--- config.mk ---
export PLATFORM = sky130hd
export DESIGN_NAME = player_sprite_renderer
export DESIGN_NICKNAME = d
export VERILOG_FILES = /design/src/rtl/game_pkg.sv /design/src/rtl/sprite_mover.sv /design/src/rtl/player_sprite_renderer.sv
export SDC_FILE = /design/constraint.sdc
export NUM_CORES = 1
export LEC_CHECK = 0
export CORE_ASPECT_RATIO = 0.6
export CORE_MARGIN = 2
export CORE_UTILIZATION = 40
export CTS_CLUSTER_DIAMETER = 200
export DETAILED_ROUTE_END_ITERATION = 16
export PLACE_DENSITY = 0.71
export SYNTH_ARGS = -nofsm -noshare
export SYNTH_HDL_FRONTEND = slang
export SYNTH_SLANG_ARGS = --single-unit
--- constraint.sdc ---
create_clock -name clk -period 6.4 [get_ports clk]
set_input_delay 1.28 -clock clk [delete_from_list [all_inputs] [get_ports clk]]
set_output_delay 1.28 -clock clk [all_outputs]
set_load 0.02 [all_outputs]
--- src/rtl/game_pkg.sv ---
//==========================================================================
// game_pkg - shared screen/sprite constants and blink FSM encoding. rev 1.0
//==========================================================================
`default_nettype none

package game_pkg;

  localparam int          H_MAX       = 640;
  localparam int          V_MAX       = 480;
  localparam int          SPRITE_SIZE = 16;
  localparam logic [7:0]  TRANSPARENT = 8'b10111011;

  typedef enum logic [0:0] {
    ALIVE = 1'b0,
    BLINK = 1'b1
  } blink_state_t;

  // One axis step: dec/inc move by vel, clamped to [0, lim]; 11-bit math avoids wrap.
  function automatic logic [9:0] step_axis(input logic [9:0]  pos,
                                           input logic        dec,
                                           input logic        inc,
                                           input logic [10:0] vel,
                                           input logic [9:0]  lim);
    logic [10:0] p11;
    logic [10:0] sum;
    p11       = {1'b0, pos};
    sum       = p11 + vel;
    step_axis = pos;
    if (dec && !inc) begin
      step_axis = (p11 >= vel) ? 10'(p11 - vel) : 10'd0;
    end else if (inc && !dec) begin
      step_axis = (sum > {1'b0, lim}) ? lim : sum[9:0];
    end
  endfunction

endpackage

`default_nettype wire

--- src/rtl/sprite_mover.sv ---
//==========================================================================
// sprite_mover - per-frame button-driven sprite position with edge clamp. rev 1.0
//==========================================================================
`default_nettype none

module sprite_mover
  import game_pkg::*;
#(
  parameter int H_MAX       = game_pkg::H_MAX,
  parameter int V_MAX       = game_pkg::V_MAX,
  parameter int SPRITE_SIZE = game_pkg::SPRITE_SIZE,
  parameter int VELOCITY    = 2,
  parameter int START_X     = 312,
  parameter int START_Y     = 440
) (
  input  logic       clk,
  input  logic       reset_n,
  input  logic       frame_tick,
  input  logic       btn_left,
  input  logic       btn_right,
  input  logic       btn_up,
  input  logic       btn_down,
  output logic [9:0] pos_x,
  output logic [9:0] pos_y
);

  localparam logic [10:0] VEL   = 11'(VELOCITY);
  localparam logic [9:0]  X_LIM = 10'(H_MAX - SPRITE_SIZE);
  localparam logic [9:0]  Y_LIM = 10'(V_MAX - SPRITE_SIZE);

  // Position only moves on frame_tick so it is stable for a whole frame.
  always_ff @(posedge clk or negedge reset_n) begin
    if (!reset_n) begin
      pos_x <= 10'(START_X);
      pos_y <= 10'(START_Y);
    end else if (frame_tick) begin
      pos_x <= step_axis(pos_x, btn_left, btn_right, VEL, X_LIM);
      pos_y <= step_axis(pos_y, btn_up,   btn_down,  VEL, Y_LIM);
    end
  end

endmodule

`default_nettype wire

--- src/rtl/player_sprite_renderer.sv ---
//==========================================================================
// player_sprite_renderer - sprite ROM address/colour pipeline and hit blink FSM. rev 1.0
//==========================================================================
`default_nettype none

module player_sprite_renderer
  import game_pkg::*;
#(
  parameter int         H_MAX        = game_pkg::H_MAX,
  parameter int         V_MAX        = game_pkg::V_MAX,
  parameter int         SPRITE_SIZE  = game_pkg::SPRITE_SIZE,
  parameter int         VELOCITY     = 2,
  parameter int         START_X      = 312,
  parameter int         START_Y      = 440,
  parameter logic [7:0] TRANSPARENT  = game_pkg::TRANSPARENT,
  parameter int         BLINK_FRAMES = 64,
  parameter int         BLINK_PERIOD = 4
) (
  input  logic       clk,
  input  logic       reset_n,
  input  logic [9:0] pixel_x,
  input  logic [9:0] pixel_y,
  input  logic       video_on,
  input  logic       frame_tick,
  input  logic       btn_left,
  input  logic       btn_right,
  input  logic       btn_up,
  input  logic       btn_down,
  input  logic       hit,
  output logic [3:0] rom_row,
  output logic [3:0] rom_col,
  input  logic [7:0] rom_data,
  output logic [9:0] player_x,
  output logic [9:0] player_y,
  output logic       sprite_on,
  output logic [7:0] rgb,
  output logic       invuln
);

  localparam int             CNT_W     = $clog2(BLINK_FRAMES);
  localparam int             BLINK_BIT = $clog2(BLINK_PERIOD);
  localparam logic [CNT_W-1:0] CNT_LAST = CNT_W'(BLINK_FRAMES - 1);
  localparam logic [10:0]    SZ        = 11'(SPRITE_SIZE);

  sprite_mover #(
    .H_MAX       (H_MAX),
    .V_MAX       (V_MAX),
    .SPRITE_SIZE (SPRITE_SIZE),
    .VELOCITY    (VELOCITY),
    .START_X     (START_X),
    .START_Y     (START_Y)
  ) u_mover (
    .clk        (clk),
    .reset_n    (reset_n),
    .frame_tick (frame_tick),
    .btn_left   (btn_left),
    .btn_right  (btn_right),
    .btn_up     (btn_up),
    .btn_down   (btn_down),
    .pos_x      (player_x),
    .pos_y      (player_y)
  );

  // Stage 0: box test and ROM address
  logic [10:0] dx;
  logic [10:0] dy;
  logic        in_box;

  assign dx      = {1'b0, pixel_x} - {1'b0, player_x};
  assign dy      = {1'b0, pixel_y} - {1'b0, player_y};
  assign in_box  = video_on && (pixel_x >= player_x) && (dx < SZ)
                            && (pixel_y >= player_y) && (dy < SZ);
  assign rom_col = dx[3:0];
  assign rom_row = dy[3:0];

  // Blink FSM
  blink_state_t     state, state_nxt;
  logic [CNT_W-1:0] frame_cnt, cnt_nxt;
  logic             visible;

  always_ff @(posedge clk or negedge reset_n) begin
    if (!reset_n) begin
      state     <= ALIVE;
      frame_cnt <= '0;
    end else begin
      state     <= state_nxt;
      frame_cnt <= cnt_nxt;
    end
  end

  always_comb begin
    state_nxt = state;
    cnt_nxt   = frame_cnt;
    case (state)
      ALIVE: begin
        if (hit) begin
          state_nxt = BLINK;
          cnt_nxt   = '0;
        end
      end
      BLINK: begin
        if (frame_tick) begin
          if (frame_cnt == CNT_LAST) begin
            state_nxt = ALIVE;
            cnt_nxt   = '0;
          end else begin
            cnt_nxt = frame_cnt + 1'b1;
          end
        end
      end
      default: begin
        state_nxt = ALIVE;
        cnt_nxt   = '0;
      end
    endcase
  end

  assign invuln  = (state == BLINK);
  assign visible = (state == ALIVE) || !frame_cnt[BLINK_BIT];

  // Stages 1-2: align box flag with ROM data, then register the pixel
  logic in_box_d1;
  logic opaque;

  assign opaque = in_box_d1 && visible && (rom_data != TRANSPARENT);

  always_ff @(posedge clk or negedge reset_n) begin
    if (!reset_n) begin
      in_box_d1 <= 1'b0;
      sprite_on <= 1'b0;
      rgb       <= '0;
    end else begin
      in_box_d1 <= in_box;
      sprite_on <= opaque;
      rgb       <= opaque ? rom_data : 8'h00;
    end
  end

endmodule

`default_nettype wire

Yosys cells after proc, flatten, opt, wreduce, memory -nomap -nowiden
Cells that the tools add are included.

Bits of input ports: 37. Word-level logic and storage cells: 65. Register bits: 37. Output and inout bits: 38.

Order comparisons: 8. Add/subtract/negate cells: 7. Reduce and logical (&&, ||, !) cells: 21. Bitwise operators: 1. Equal/unequal tests: 4. Muxes and demuxes: 17.

Operator list (count): 10-bit two-way mux (8); 10-bit by 2-bit adder with 11-bit output (second input constant) (2); 11-bit by 5-bit < comparator with 1-bit output (second input constant) (2); 10-bit by 10-bit subtractor with 11-bit output (2); 10-bit greater-or-equal comparator (2); 10-bit by 2-bit greater-or-equal comparator with 1-bit output (second input constant) (2); 10-bit by 2-bit subtractor with 10-bit output (second input constant) (2); 6-bit two-way mux (3); 6-bit one-hot mux with 2 select lines (1); 11-bit by 10-bit > comparator with 1-bit output (second input constant) (1); 11-bit by 9-bit > comparator with 1-bit output (second input constant) (1); 1-bit logical AND (10); 8-bit two-way mux (1); 8-bit != test (second input constant) (1); 6-bit by 1-bit adder with 6-bit output (second input constant) (1); 6-bit == test (second input constant) (1); 2-bit AND reduction (3); 1-bit logical NOT (5); 2-bit != test (second input constant) (2); 2-bit nonzero test (2); 1-bit two-way mux (3); 1-bit one-hot mux with 2 select lines (1); 1-bit logical OR (1); 1-bit NOT (1).

Logic depth before layout (Yosys ltp)
Gate-level depths: netlist of run 1.

Word-level depth: 5. Mapped depth: 9. Mapped depth without buffers: 8.

Cells and area by module
A second synthesis of run 1 with hierarchy kept.

Cell total of the unflattened synthesis: 471. Area, all modules: 3719.8 um2.

By module, submodules not included: sprite_mover (area each 1990.7 um2, cells an instance 262, times used 1); player_sprite_renderer (area each 1729.2 um2, cells an instance 209, times used 1).

Worst setup path before layout of run 1
OpenSTA, ideal clock, no wires.

Path kind: input port to output port. Start point: input pixel_y[2]. End point: output rom_row[3]. Stages on the path: 4. Data arrival time: 2225 ps. Required time: 5120 ps. Buffers on the path: 0. Setup slack: 2895 ps. Cell sequence: ha_1 > o21ai_0 > nor2b_1 > xnor2_1.

Longest elaborated chain between the ends: 1.

Ends and longest elaborated chain: start: declaration (line player_sprite_renderer.sv:22) `input logic [9:0] pixel_y,`; 10-bit by 10-bit subtractor with 11-bit output (line player_sprite_renderer.sv:70) `assign dy = {1'b0, pixel_y} - {1'b0, player_y};`; end: declaration (line player_sprite_renderer.sv:30) `output logic [3:0] rom_row,`.

No other way between the ends.

Final worst setup path of run 1
Start point: input pixel_y[1]. End point: output rom_row[3].

The elaborated chain is that of the path after synthesis.

==> results of run 1 <==
==> flip-flops by register name, summed over array words and instances, names as in the netlist <==
signal,count
frame_cnt,6
u_mover.pos_x,9
invuln,1
in_box_d1,1
rgb,8
u_mover.pos_y,9
sprite_on,1
==> worst min-delay path by stage <==
stage,startpoint,to,slack (ns),cells after the start
floorplan,frame_cnt[0],frame_cnt[0],0.48,1
global placement,frame_cnt[4],frame_cnt[4],0.51,1
detailed placement,frame_cnt[4],frame_cnt[4],0.52,1
CTS,frame_cnt[4],frame_cnt[4],0.53,1
global route,frame_cnt[4],frame_cnt[4],0.56,1
finish,frame_cnt[4],frame_cnt[4],0.53,1
==> routing by layer <==
metal | share of wire, % | up-vias
met5 | 0 | -
met4 | 0.63 | 0
li1 | - | 1733
met3 | 9.4 | 8
met1 | 48 | 1709
met2 | 42 | 177
==> area by class of cell <==
| cell class | instances | area [um2] | share of cell area (%) |
|---|---|---|---|
| clock buffers | 5 | 125 | 2.88 |
| clock inverters | 3 | 20.0 | 0.460 |
| inverters | 31 | 119 | 2.73 |
| multi-input cells | 346 | 2370 | 54.5 |
| flip-flops and latches | 35 | 887 | 20.4 |
| well taps | 112 | 140 | 3.22 |
| repair buffers | 69 | 688 | 15.8 |
==> synthesized netlist by cell type (5+ instances only) <==
| cell type | instances | area share, % |
|---|---|---|
| o22ai_1 | 5 | 0.90 |
| inv_1 | 30 | 3.2 |
| buf_2 | 6 | 0.86 |
| o211ai_1 | 9 | 1.9 |
| dfrtp_1 | 26 | 19 |
| nor2_1 | 31 | 3.3 |
| ha_1 | 27 | 9.7 |
| buf_4 | 5 | 1.1 |
| nor4_1 | 5 | 0.90 |
| xnor2_1 | 10 | 2.5 |
| a21o_1 | 5 | 1.1 |
| a211oi_1 | 5 | 1.1 |
| and2_1 | 9 | 1.6 |
| a21oi_1 | 24 | 3.4 |
| a31oi_1 | 14 | 2.5 |
| nand2_1 | 29 | 3.1 |
| o21ai_0 | 28 | 4.0 |
| nor2b_1 | 8 | 1.4 |
| nand4_1 | 7 | 1.3 |
| nand3_1 | 16 | 2.3 |
| o21a_1 | 6 | 1.3 |
| clkbuf_1 | 8 | 0.86 |
| o21ai_1 | 7 | 1.0 |
| dfstp_2 | 9 | 6.8 |
| nor3_1 | 17 | 2.4 |
==> cell usage in the layout, fill, tap and decap left out, types with 16 or more instances in the layout <==
| cell | count |
|---|---|
| nor2_1 | 31 |
| nand2_1 | 29 |
| inv_1 | 30 |
| o21ai_0 | 28 |
| nor3_1 | 17 |
| dfrtp_1 | 26 |
| ha_1 | 27 |
| a21oi_1 | 24 |
| nand3_1 | 16 |
| clkdlybuf4s50_1 | 68 |
==> power by group <==
group	total, mW	internal [mW]	switching [mW]
Combinational	1.11	0.477	0.629
Sequential	0.466	0.301	0.165
Clock	0.240	0.143	0.0970
Total	1.81	0.922	0.892
==> kinds of logic (layout without fill, tap and decap cells) <==
logic type / after synthesis / after routing / share of synthesized area, %
AOI/OAI and AO/OA: 154 / 154 / 30.7
adders and majority gates: 29 / 29 / 10.8
and+or+nand+nor: 142 / 142 / 21.3
muxes: 5 / 5 / 1.50
buffers and inverters: 54 / 108 / 7.05
DFF: 35 / 35 / 25.4
xor gates and xnor gates: 12 / 12 / 3.01
other: 2 / 4 / 0.215
==> critical path: cells and delay by family <==
family	cells	cell delay (ns)
AO/OA/AOI/OAI	1	0.27
XOR/XNOR	1	0.13
adder cells (fa/ha/maj)	1	0.32
buffers and inverters	2	1.09
AND/OR/NAND/NOR	1	0.21
==> flow_metrics.py, run 1 <==
metrics = {
    "outcome": {
        "run_status": "completed",
    },
    "cells_and_area": {
        "finalNonFillerCells": 601,
        "areaGrowthSynthToFinish_pct": 24.4,
        "nets": 554,
        "fin_util_pct": 51.2,
        "diodes": 0,
        "nFillCells": 808,
        "design_area_mm2": 0.00435,
        "final_layout_size_suffix_gt1_share_pct": 6.95,
    },
    "die": {
        "die_x_um": 125,
        "die-area_mm2": 0.00952,
        "num_io_pins": 75,
        "core_area_mm2": 0.00849,
        "die_height_um": 76.4,
        "rows": 26,
        "start_util_pct": 41.2,
    },
    "global_routing": {
        "antenna_found_initial": 0,
        "grt_util_met1_pct": 31.6,
        "grt_pass1_vias": 3340,
        "grt_busiest_layer": "met2",
        "met3_usage_pct": 4.85,
        "grtUsageMet2_pct": 31.6,
        "grtUsageTotal_pct": 21.4,
        "grt_pass1_wl_um": 16900,
        "overflow": 0,
        "grt_start_max_net_pins": 36,
    },
    "detailed_routing": {
        "wl_um": 10300,
        "drcViolationCount": 0,
        "viasPerCell": 6.03,
        "ant_nets": 0,
        "drtIter0Drc": 360,
        "first_pass_iters": 4,
        "num_vias": 3627,
        "wl_per_cell_um": 17.2,
    },
    "clocking": {
        "cts_hold_buf": 0,
        "root_buffer": "clkbuf_16",
        "cts_buffer_depth": 2,
        "htree_levels": 2,
        "post_cts_resized": 0,
        "clk_latency_ns": 0.28,
        "cts_setup_buffers": 0,
        "clkSinkCount": 35,
        "cts_buffers": 5,
        "clk_pin_slew_ns": 0.06,
        "cts_tree": "done",
    },
    "timing": {
        "slew_viol_final": 0,
        "hold-worst-slack_ns": 0.535,
        "timing.final.hold_violations": 0,
        "fin_skew_ns": 0.00908,
        "finalSetupViolations": 0,
        "tns_ns": 0,
        "slew_headroom_pct": 43.8,
        "fmax_ghz": 0.218,
        "period_share_pct": 71.6,
        "fin_crit_ns": 4.58,
        "fin_ws_ns": 1.82,
        "rsz0062_at_grt": "no",
        "worst_pin_slew_ns": 0.842,
    },
    "synth": {
        "synth_edf_count": 0,
        "synth_top_flop_cell": "dfrtp_1",
        "syn_inst": 433,
        "yosys_register_bits": 35,
        "synthArstFlopShare_pct": 100,
        "syn-cell-area_mm2": 0.00349,
        "yosys_warnings": 0,
        "yosysSeqAreaShare_pct": 25.4,
        "synth_cell_types": 76,
        "avgSynthCellArea_um2": 8.07,
    },
    "placement": {
        "placedCellCount": 593,
        "placed_area_mm2": 0.00420,
        "place.gp.congestion": 1.01,
        "io_buffers": 68,
        "place.detailed.hpwl_um": 7940,
        "dp_slack_ns": 1.82,
    },
    "worst_setup_path": {
        "startpoint_type": "input port",
        "cp_slowest_cell": "clkdlybuf4s50_1",
        "startpoint": "pixel_y[1]",
        "rrSetupSlack_ns": 3.74,
        "r2r_cells": 8,
        "r2r-start": "u_mover.pos_y[3]",
        "cp.arrival_ns": 3.30,
        "crit_required_ns": 5.12,
        "rr_endpoint": "in_box_d1",
        "critical_path_class": "input port to output pin",
        "crit_fanout": 3,
        "endpoint_kind": "output pin",
        "slowest_delay_ns": 0.62,
        "worst_path_most_repeated_cell": "clkdlybuf4s50_1",
        "path_cells": "clkdlybuf4s50_1, ha_1, o21ai_0, nor2b_1, xnor2_1, clkdlybuf4s50_1",
        "crit_path_end": "rom_row[3]",
    },
    "pwr": {
        "ir_worst_vdd_mv": 0.144,
        "p_total_mw": 1.81,
        "leakage_nw": 1.70,
        "power_density_mw_per_mm2": 417,
    },
    "worst_hold_path": {
        "min_path_type": "flip-flop to flip-flop",
    },
    "flow_run": {
        "maxCapViolations": 0,
    },
}
Note: power is estimated with default switching activity, not from simulation.
==> run 2, diff against run 1 <==
- clock period: 6.4 -> 4.8 ns (I/O delays scaled with it)
==> flow_metrics.py, run 2 (same netlist as run 1, synthesis figures left out) <==
metrics = {
    "flow_run": {
        "maxCapViolations": 0,
    },
    "timing": {
        "fmax_ghz": 0.252,
        "timing.final.hold_violations": 0,
        "fin_crit_ns": 3.96,
        "period_share_pct": 82.6,
        "tns_ns": 0,
        "slew_viol_final": 0,
        "fin_skew_ns": 0.00542,
        "finalSetupViolations": 0,
        "fin_ws_ns": 0.836,
        "slew_headroom_pct": 46.8,
        "rsz0062_at_grt": "no",
        "worst_pin_slew_ns": 0.796,
    },
    "detailed_routing": {
        "ant_nets": 0,
        "drcViolationCount": 0,
        "first_pass_iters": 5,
        "wl_per_cell_um": 17.3,
        "viasPerCell": 6.13,
        "wl_um": 10400,
        "num_vias": 3687,
        "drtIter0Drc": 544,
    },
    "cells_and_area": {
        "areaGrowthSynthToFinish_pct": 25.8,
        "final_layout_size_suffix_gt1_share_pct": 6.95,
        "regArea_um2": 887,
        "nFillCells": 780,
        "final_cell_mix": "clkdlybuf4s50_1 (68), nor2_1 (31), inv_1 (30)",
        "multiInputGateArea_mm2": 0.00237,
        "nets": 554,
        "diodes": 0,
        "layout.cells.most_common": "clkdlybuf4s50_1",
        "reg_top3": "u_mover.pos_x: 9 flops, u_mover.pos_y: 9 flops, rgb: 8 flops",
    },
    "placement": {
        "dp_slack_ns": 0.878,
        "place.gp.congestion": 0.969,
        "io_buffers": 68,
        "place.detailed.hpwl_um": 7970,
    },
    "pwr": {
        "switching_share_pct": 47.3,
        "power_density_mw_per_mm2": 575,
        "leakage_nw": 1.73,
        "p_clk_share_pct": 16.8,
        "power_frac_seq_pct": 24.5,
        "ir_worst_vdd_mv": 0.219,
        "switchingPower_mw": 1.19,
        "p_comb_share_pct": 58.6,
        "power.internal_mw": 1.33,
    },
    "worst_hold_path": {
        "hold_depth": 1,
        "hp-start": "frame_cnt[4]",
        "min_path_type": "flip-flop to flip-flop",
    },
    "clocking": {
        "clkSinkCount": 35,
        "cts_hold_buf": 0,
        "root_buffer": "clkbuf_16",
        "cts_buffer_depth": 2,
        "htree_levels": 2,
        "clk_latency_ns": 0.28,
        "cts_buffers": 5,
        "clk_pin_slew_ns": 0.06,
        "cts_tree": "done",
        "cts_setup_buffers": 0,
        "post_cts_resized": 0,
    },
    "worst_setup_path": {
        "rr_endpoint": "in_box_d1",
        "cp.arrival_ns": 3.00,
        "path_cells": "clkdlybuf4s50_1, ha_1, o21ai_0, nor2b_1, xnor2_1, clkdlybuf4s50_1",
        "r2r_cells": 8,
        "crit_path_end": "rom_row[3]",
        "cp_slowest_cell": "clkdlybuf4s50_1",
        "crit_fanout": 3,
        "slowest_delay_ns": 0.62,
        "critical_path_class": "input port to output pin",
        "endpoint_kind": "output pin",
        "worst_path_most_repeated_cell": "clkdlybuf4s50_1",
        "rrSetupSlack_ns": 2.05,
        "startpoint_type": "input port",
        "r2r-start": "u_mover.pos_y[1]",
        "startpoint": "pixel_y[1]",
        "crit_required_ns": 3.84,
    },
    "global_routing": {
        "grt_pass1_wl_um": 17000,
        "grtUsageTotal_pct": 21.5,
        "grt_start_max_net_pins": 36,
        "overflow": 0,
        "antenna_found_initial": 0,
        "grt_pass1_vias": 3427,
    },
    "die": {
        "die-area_mm2": 0.00952,
        "die_x_um": 125,
        "core_area_mm2": 0.00849,
        "rows": 26,
        "start_util_pct": 41.2,
        "die_height_um": 76.4,
        "num_io_pins": 75,
    },
    "outcome": {
        "run_status": "completed",
    },
}
==> run 2: per-layer routing <==
layer / vias up / GRT usage, % / wire (um)
met5: - / 0 / 0
met4: 0 / 5.96 / 140
met3: 19 / 4.35 / 1040
met2: 212 / 30.5 / 4340
met1: 1735 / 32.6 / 4850
li1: 1721 / - / -
==> run 2: how the worst min path moves through the flow <==
stage / end
after floorplan: frame_cnt[0]
after global placement: frame_cnt[4]
after detailed placement: frame_cnt[4]
after CTS: frame_cnt[4]
after global routing: frame_cnt[4]
final: frame_cnt[4]
==> run 2: final cells by class <==
| class | count | area share (%) |
|---|---|---|
| tap | 112 | 3.19 |
| clock buffer | 5 | 2.85 |
| inverter | 31 | 2.70 |
| timing repair buffer | 69 | 15.7 |
| clock inverter | 3 | 1.54 |
| multi-input combinational | 346 | 53.9 |
| sequential | 35 | 20.2 |
==> run 2: stage by stage <==
stage | total power [mW] | utilization, % | std cells | hold WS (ns) | cell area [um2]
3_5_place_dp | 2.06 | 49.5 | 593 | 0.510 | 4200
5_1_grt | 2.70 | 51.8 | 601 | 0.546 | 4400
3_3_place_gp | 2.03 | 49.5 | 593 | 0.499 | 4200
2_1_floorplan | 1.60 | - | 435 | 0.479 | 3500
4_1_cts | 2.50 | 51.8 | 601 | 0.517 | 4400
6_report | 2.53 | 51.8 | 601 | 0.522 | 4400
==> run 2: power by group through the flow <==
stage               logic [mW]  clock network (mW)  registers (mW)
finish                    1.48               0.425           0.620
floorplan                 1.03                   0           0.566
global placement          1.42                   0           0.609
CTS                       1.46               0.432           0.608
global route              1.61               0.447           0.635
detailed placement        1.45                   0           0.613
==> run 2: critical path: cells and delay by family <==
family,cells,cell delay [ns]
fa+ha+maj,1,0.32
buf+inv,2,1.09
simple gates,1,0.21
compound gates,1,0.28
xor+xnor,1,0.14
==> run 3, diff against run 2 <==
- clock period: 4.8 -> 4.03 ns (I/O delays scaled with it)
==> flow_metrics.py, run 3 (same netlist as run 1, synthesis figures left out) <==
metrics = {
    "clocking": {
        "cts_hold_buf": 0,
        "root_buffer": "clkbuf_16",
        "htree_levels": 2,
        "cts_buffer_depth": 2,
        "cts_buffers": 5,
        "cts_setup_buffers": 0,
        "post_cts_resized": 0,
        "clk_pin_slew_ns": 0.06,
        "clkSinkCount": 35,
        "clk_latency_ns": 0.28,
        "cts_tree": "done",
    },
    "cells_and_area": {
        "nFillCells": 808,
        "nets": 554,
        "reg_top3": "u_mover.pos_x: 9 flops, u_mover.pos_y: 9 flops, rgb: 8 flops",
        "diodes": 0,
        "fin_util_pct": 51.1,
        "areaGrowthSynthToFinish_pct": 24.3,
        "final_cell_mix": "clkdlybuf4s50_1 (68), nor2_1 (31), inv_1 (30)",
        "design_area_mm2": 0.00434,
        "layout.cells.most_common": "clkdlybuf4s50_1",
        "final_layout_size_suffix_gt1_share_pct": 6.95,
    },
    "pwr": {
        "power_density_mw_per_mm2": 661,
        "leakage_nw": 1.71,
        "p_comb_share_pct": 61.5,
        "ir_worst_vdd_mv": 0.236,
        "switchingPower_mw": 1.41,
        "power.internal_mw": 1.46,
        "switching_share_pct": 49.1,
        "p_clk_share_pct": 13.0,
        "power_frac_seq_pct": 25.5,
        "p_total_mw": 2.87,
    },
    "die": {
        "core_area_mm2": 0.00849,
        "die-area_mm2": 0.00952,
        "die_height_um": 76.4,
        "rows": 26,
        "die_x_um": 125,
        "num_io_pins": 75,
        "start_util_pct": 41.2,
    },
    "global_routing": {
        "grt_pass1_wl_um": 16800,
        "grtUsageMet2_pct": 30.8,
        "grtUsageTotal_pct": 21.4,
        "grt_pass1_vias": 3207,
        "grt_util_met1_pct": 32.9,
        "overflow": 0,
        "met3_usage_pct": 3.93,
        "grt_busiest_layer": "met1",
        "grt_start_max_net_pins": 36,
        "antenna_found_initial": 0,
    },
    "timing": {
        "fmax_ghz": 0.275,
        "slew_viol_final": 0,
        "period_share_pct": 90.2,
        "tns_ns": 0,
        "worst_pin_slew_ns": 0.880,
        "rsz0062_at_grt": "no",
        "hold-worst-slack_ns": 0.530,
        "fin_skew_ns": 0.00398,
        "fin_crit_ns": 3.63,
        "slew_headroom_pct": 41.2,
        "finalSetupViolations": 0,
        "timing.final.hold_violations": 0,
    },
    "placement": {
        "io_buffers": 68,
        "placed_area_mm2": 0.00420,
        "place.detailed.hpwl_um": 8080,
        "place.gp.congestion": 0.963,
    },
    "worst_setup_path": {
        "r2r-start": "u_mover.pos_y[3]",
        "rrSetupSlack_ns": 1.30,
        "worst_path_most_repeated_cell": "clkdlybuf4s50_1",
        "critical-path-top-delay-family": "buffers and inverters",
        "critical_path_class": "input port to output pin",
        "crit_fanout": 3,
        "endpoint_kind": "output pin",
        "crit_required_ns": 3.22,
        "rr_endpoint": "in_box_d1",
        "path_cells": "clkdlybuf4s50_1, ha_1, o21ai_0, nor2b_1, xnor2_1, clkdlybuf4s50_1",
        "cp_slowest_cell": "clkdlybuf4s50_1",
        "startpoint_type": "input port",
        "cp.arrival_ns": 2.83,
        "slowest_delay_ns": 0.63,
        "path_buf_inv": 2,
        "r2r_cells": 8,
    },
    "worst_hold_path": {
        "hold_end": "frame_cnt[0]",
        "hp-start": "frame_cnt[0]",
        "min_path_type": "flip-flop to flip-flop",
        "hold_depth": 1,
    },
    "detailed_routing": {
        "wl_um": 10400,
        "viasPerCell": 5.99,
        "wl_per_cell_um": 17.2,
        "drtIter0Drc": 480,
        "drcViolationCount": 0,
        "ant_nets": 0,
        "first_pass_iters": 5,
        "num_vias": 3601,
    },
    "outcome": {
        "run_status": "completed",
    },
    "flow_run": {
        "maxCapViolations": 0,
    },
}
## run 3: worst max-delay path by stage
stage                          start    endpoint  slack [ns]  cells past startpoint
after floorplan           pixel_y[2]  rom_row[3]        1.47                      4
after global routing      pixel_y[1]  rom_row[3]        0.31                      6
after detailed placement  pixel_y[1]  rom_row[3]        0.40                      6
after global placement    pixel_y[1]  rom_row[3]        0.46                      6
after CTS                 pixel_y[1]  rom_row[3]        0.40                      6
final                     pixel_y[1]  rom_row[3]        0.40                      6
## run 3: worst register-to-register path: stages, from the launching register on
cell      delay, ns
dfstp_2        0.64
inv_1          0.16
ha_1           0.40
o21ai_0        0.12
a221oi_1       0.58
nor2_1         0.08
o221ai_1       0.22
o211ai_1       0.11
nor4_1         0.28
## run 3: cell type report
cell class | instances | area (um2) | share of cell area [%]
Multi-Input combinational cell | 346 | 2370 | 54.5
Sequential cell | 35 | 887 | 20.4
Timing Repair Buffer | 69 | 688 | 15.8
Tap cell | 112 | 140 | 3.23
Clock buffer | 5 | 125 | 2.88
Inverter | 31 | 119 | 2.74
Clock inverter | 3 | 15.0 | 0.346
## run 3: power by group through the flow
stage          combinational, mW  sequential [mW]  clock [mW]
6_report                    1.77            0.732       0.373
5_1_grt                     1.91            0.761       0.397
4_1_cts                     1.75            0.724       0.378
3_5_place_dp                1.73            0.728           0
3_3_place_gp                1.70            0.723           0
2_1_floorplan               1.23            0.675           0
## run 3: stage by stage
| step | instances | setup slack (ns) |
|---|---|---|
| 3_3_place_gp | 593 | 0.463 |
| 3_5_place_dp | 593 | 0.400 |
| 4_1_cts | 601 | 0.403 |
| 5_1_grt | 601 | 0.307 |
| 2_1_floorplan | 435 | 1.47 |
| 6_report | 601 | 0.396 |
## run 3: routing by layer
| layer | vias to the layer above | wire [um] |
|---|---|---|
| met5 | - | 0 |
| met4 | 0 | 87 |
| met3 | 8 | 837 |
| met2 | 162 | 4380 |
| met1 | 1702 | 5060 |
| li1 | 1729 | - |
